<file path="src/rtl/axi_stream_framer.sv">
// Packetises a raw word stream into AXI-stream frames of frame_len words.
// A short frame is closed with tlast when the input idles for timeout cycles.
module axi_stream_framer #(
    parameter int WIDTH     = 32,
    parameter int LEN_WIDTH = 16,
    parameter int TMO_WIDTH = 16
) (
    input  logic                 clk,
    input  logic                 reset,
    input  logic                 clear,
    input  logic [WIDTH-1:0]     i_tdata,
    input  logic                 i_tvalid,
    output logic                 i_tready,
    output logic [WIDTH-1:0]     o_tdata,
    output logic                 o_tlast,
    output logic                 o_tvalid,
    input  logic                 o_tready,
    input  logic [LEN_WIDTH-1:0] frame_len,
    input  logic [TMO_WIDTH-1:0] timeout,
    output logic [15:0]          frame_count,
    output logic [15:0]          short_frames
);

    logic                 hold_valid;
    logic [WIDTH-1:0]     hold_data;
    logic [LEN_WIDTH-1:0] cnt;
    logic [LEN_WIDTH-1:0] len_reg;
    logic [TMO_WIDTH-1:0] timer;
    logic [TMO_WIDTH-1:0] tmo_reg;

    logic out_ready;
    logic last_by_len;
    logic timeout_hit;
    logic release_ok;
    logic rel_last;
    logic rel_short;
    logic accept;
    logic frame_start;

    always_comb begin
        out_ready   = o_tready | ~o_tvalid;
        last_by_len = (cnt == len_reg - LEN_WIDTH'(1));
        timeout_hit = (tmo_reg != '0) && (timer == tmo_reg);
        release_ok  = hold_valid & out_ready & (last_by_len | i_tvalid | timeout_hit);
        rel_last    = last_by_len | (~i_tvalid & timeout_hit);
        rel_short   = ~last_by_len & ~i_tvalid & timeout_hit;
        i_tready    = ~hold_valid | release_ok;
        accept      = i_tvalid & i_tready;
        // The incoming word is frame index 0 when the hold slot was empty
        // (cnt is 0 then) or the word leaving it closes the frame.
        frame_start = accept & (~hold_valid | (release_ok & rel_last));
    end

    always_ff @(posedge clk) begin
        if (reset || clear) begin
            hold_valid   <= 1'b0;
            hold_data    <= '0;
            o_tdata      <= '0;
            o_tlast      <= 1'b0;
            o_tvalid     <= 1'b0;
            cnt          <= '0;
            len_reg      <= LEN_WIDTH'(1);
            timer        <= '0;
            tmo_reg      <= '0;
            frame_count  <= '0;
            short_frames <= '0;
        end else begin
            if (accept) begin
                hold_valid <= 1'b1;
                hold_data  <= i_tdata;
            end else if (release_ok) begin
                hold_valid <= 1'b0;
            end

            if (frame_start) begin
                len_reg <= (frame_len == '0) ? LEN_WIDTH'(1) : frame_len;
                tmo_reg <= timeout;
            end

            if (out_ready) begin
                o_tvalid <= release_ok;
                if (release_ok) begin
                    o_tdata <= hold_data;
                    o_tlast <= rel_last;
                end
            end

            if (release_ok) begin
                cnt <= rel_last ? '0 : cnt + LEN_WIDTH'(1);
                if (rel_last)
                    frame_count <= frame_count + 16'd1;
                if (rel_short)
                    short_frames <= short_frames + 16'd1;
            end

            // Idle timer runs on even while the output is stalled
            if (accept || release_ok || !hold_valid)
                timer <= '0;
            else if (timer != tmo_reg)
                timer <= timer + TMO_WIDTH'(1);
        end
    end

endmodule
</file>
<file path="config.mk">
export PLATFORM = sky130hd
export DESIGN_NAME = axi_stream_framer
export DESIGN_NICKNAME = d
export VERILOG_FILES = /design/src/rtl/axi_stream_framer.sv
export SDC_FILE = /design/constraint.sdc
export NUM_CORES = 1
export LEC_CHECK = 0
export CORE_ASPECT_RATIO = 0.8
export CORE_MARGIN = 3
export CORE_UTILIZATION = 45
export DETAILED_ROUTE_END_ITERATION = 6
export HOLD_SLACK_MARGIN = 0.03
export PLACE_DENSITY = 0.7
export RECOVER_POWER = 50
export SLEW_MARGIN = 10
export SYNTH_ARGS = -nofsm -noshare
export SYNTH_HDL_FRONTEND = slang
export SYNTH_SLANG_ARGS = --single-unit
</file>
<file path="constraint.sdc">
create_clock -name clk -period 5.8 [get_ports clk]
set_input_delay 1.16 -clock clk [delete_from_list [all_inputs] [get_ports clk]]
set_output_delay 1.16 -clock clk [all_outputs]
set_load 0.05 [all_outputs]
</file>
==> impl_metrics.py <==
metrics = {
    "timing": {
        "slew_violations": 53,
        "worst_pin_slew_ps": 3061,
        "rsz0062_at_grt": "no",
        "setup_tns_ps": 0,
        "fmax_mhz": 191.6,
        "clock_skew_ps": 12.34,
        "setup_viol": 0,
        "slew-limit-headroom_pct": -104.1,
        "fin_crit_ps": 5220,
        "fin_crit_sh_pct": 90.00,
        "hold_violations": 0,
    },
    "setup_path": {
        "path_class": "reg -> out",
        "arrival_ps": 4060,
        "cp_max_fo": 11,
        "worstSetupStartpointType": "flop",
        "required_ps": 4640,
        "cp-end-kind": "primary output",
    },
    "die": {
        "die_area_um2": 19300,
        "initial_core_util_pct": 46.97,
        "chipWidth_um": 154.6,
        "die_y_um": 124.9,
        "core_area_um2": 16920,
        "ioPinCount": 136,
        "rows": 42,
    },
    "routing": {
        "wl_per_cell_um": 15.34,
        "ant_nets": 0,
        "drtPass1Iterations": 5,
        "wl_mm": 19.24,
        "drc": 0,
        "vias": 6850,
        "initialDrtViolationCount": 355,
        "routed_via_density": 5.463,
    },
    "run_status": {
        "violations": "capacitance limit, slew limit",
        "status": "complete, but fails checks",
    },
    "logic_synthesis": {
        "ys_ff_latch": 163,
        "synth_seq_area_share_pct": 41.06,
        "synthFlopType": "dfxtp_1",
        "synthArstFlopShare_pct": 0,
        "synth-edff-count": 0,
        "synth.most_common_cell": "nand2_1",
        "yosys.area.top_type_share_pct": 41.06,
        "synth.top_cells.by_count": "188 x nand2_1, 163 x dfxtp_1, 92 x mux2i_1",
        "synth_warnings": 0,
        "avgSynthCellArea_um2": 8.676,
        "synth_cells": 916,
        "syn-num-nets": 990,
        "synth.distinct_cells": 62,
        "synth_area_leader_cell": "dfxtp_1",
        "netlist_top_cells_area": "dfxtp_1 41%, mux2i_1 12%, nand2_1 8.9%",
        "netlist_area_um2": 7948,
    },
    "place": {
        "place_hpwl_mm": 13.26,
        "portBuffers": 135,
        "placed_cells": 1222,
        "place.gp.congestion": 0.8346,
    },
    "cells_and_area": {
        "nFillCells": 1521,
        "nNetsFinal": 1095,
        "final_cells": 1254,
        "drive_above_1_share_pct": 6.480,
        "area_growth_syn_to_layout_pct": 25.00,
        "antenna_cells": 0,
        "post-route-util_pct": 58.71,
        "top_regs": "hold_data (32), o_tdata (32)",
    },
    "clock_tree": {
        "clk_pin_slew_ps": 70,
        "cts_setup_buffers": 0,
        "cts_buffer_depth": 2,
        "cts_max_level": 4,
        "cts_tree": "built",
        "cts_sinks": 163,
        "cts-hold-fix-buffers": 0,
        "cts_buffers": 17,
        "clkLatencyLatePin_ps": 430,
        "root_buffer": "clkbuf_16",
        "cts_resized": 0,
    },
    "power_and_ir_drop": {
        "powerDensity_nw_per_um2": 259.5,
        "peakVddDrop_uv": 169.9,
        "leakage_nw": 3.726,
    },
    "global_routing": {
        "antenna_found_initial": 0,
        "grt_pass1_wl_mm": 32.04,
        "overflow": 0,
        "grt_pass1_vias": 6404,
        "groute.usage.overall_pct": 19.75,
        "grt_max_degree": 54,
    },
    "job": {
        "maxCapViolCount": 1,
    },
    "worst_hold_path": {
        "hp-class": "reg -> reg",
    },
}
==> cells by family (layout without fill, tap and decap cells) <==
logic type               after synthesis  in the layout  synth area share, %
AO/OA/AOI/OAI                        108            108                10.26
XOR/XNOR                              53             53                5.935
adder cells (fa/ha/maj)                5              5               0.7872
buffers and inverters                 69            187                4.219
flip-flops                           163            163                41.06
multiplexers                          92             92                11.59
AND/OR/NAND/NOR                      426            426                26.15
==> stage by stage <==
stage | total power [W] | setup WS (ps) | cell area [um2] | hold WS, ps
floorplan | 0.001403 | 1299 | 7948 | 436.6
global placement | 0.001490 | 1157 | 9356 | 441.4
detailed placement | 0.001493 | 1094 | 9356 | 447.0
CTS | 0.002594 | 589.0 | 9937 | 458.3
global route | 0.002674 | 294.6 | 9935 | 470.4
finish | 0.002578 | 579.9 | 9935 | 454.2
==> worst max-delay path, cell delays in order, from the launching register on <==
cell and delay [ps]:
dfxtp_1 390, or4_1 700, or4_4 600, xnor2_2 170
a2111oi_4 720, nand4_2 430, a21oi_4 260, nand2b_1 140
buf_4 220
==> final timing paths <==
path,from,endpoint,slack [ps],depth (start not counted)
max reg2reg,len_reg[2],o_tdata[24],1520,8
max,len_reg[2],i_tready,580,8
min reg2reg,o_tdata[12],o_tdata[12],450,2
min,o_tdata[12],o_tdata[12],450,2
==> power by group <==
part / switching [W] / total (W) / internal [W] / leakage, nW
logic: 0.000179 / 0.000312 / 0.000133 / 2.12
registers: 0.0000191 / 0.00116 / 0.00114 / 1.32
clock network: 0.000533 / 0.00111 / 0.000576 / 0.283
==> layer usage <==
metal | up-vias | track usage, % | routed length (um)
met5 | - | 0 | 0
met4 | 0 | 5.504 | 255
met3 | 19 | 4.724 | 954
met2 | 154 | 30.49 | 8808
met1 | 3228 | 27.60 | 9221
li1 | 3449 | - | -
==> area by class of cell <==
| cell class | count | area [um2] | area share, % |
|---|---|---|---|
| clock buffer | 17 | 425.4 | 4.282 |
| clock inverter | 15 | 155.1 | 1.562 |
| inverter | 11 | 41.29 | 0.4156 |
| multi-input combinational | 684 | 4360 | 43.89 |
| sequential | 163 | 3263 | 32.85 |
| tap | 220 | 275.3 | 2.771 |
| timing repair buffer | 144 | 1414 | 14.23 |
==> cells in the final DEF, fill, tap and decap left out, drive strengths merged, types with 4 or more instances in the layout <==
cell type,count
nand3,31
and3,10
nand4,22
inv,21
dfxtp,163
or3,16
mux2i,92
ha,5
a41o,5
clkinv,4
nand2,188
clkdlybuf4s50,67
nor4,21
or2,4
a41oi,6
o211ai,8
xor2,9
xnor2,44
dlygate4sd3,67
or4,12
a21oi,52
buf,9
clkbuf,18
nor2,62
nor3,31
nand3b,13
a31oi,7
and4,6
No activity file was read; power rests on OpenSTA's default activity.
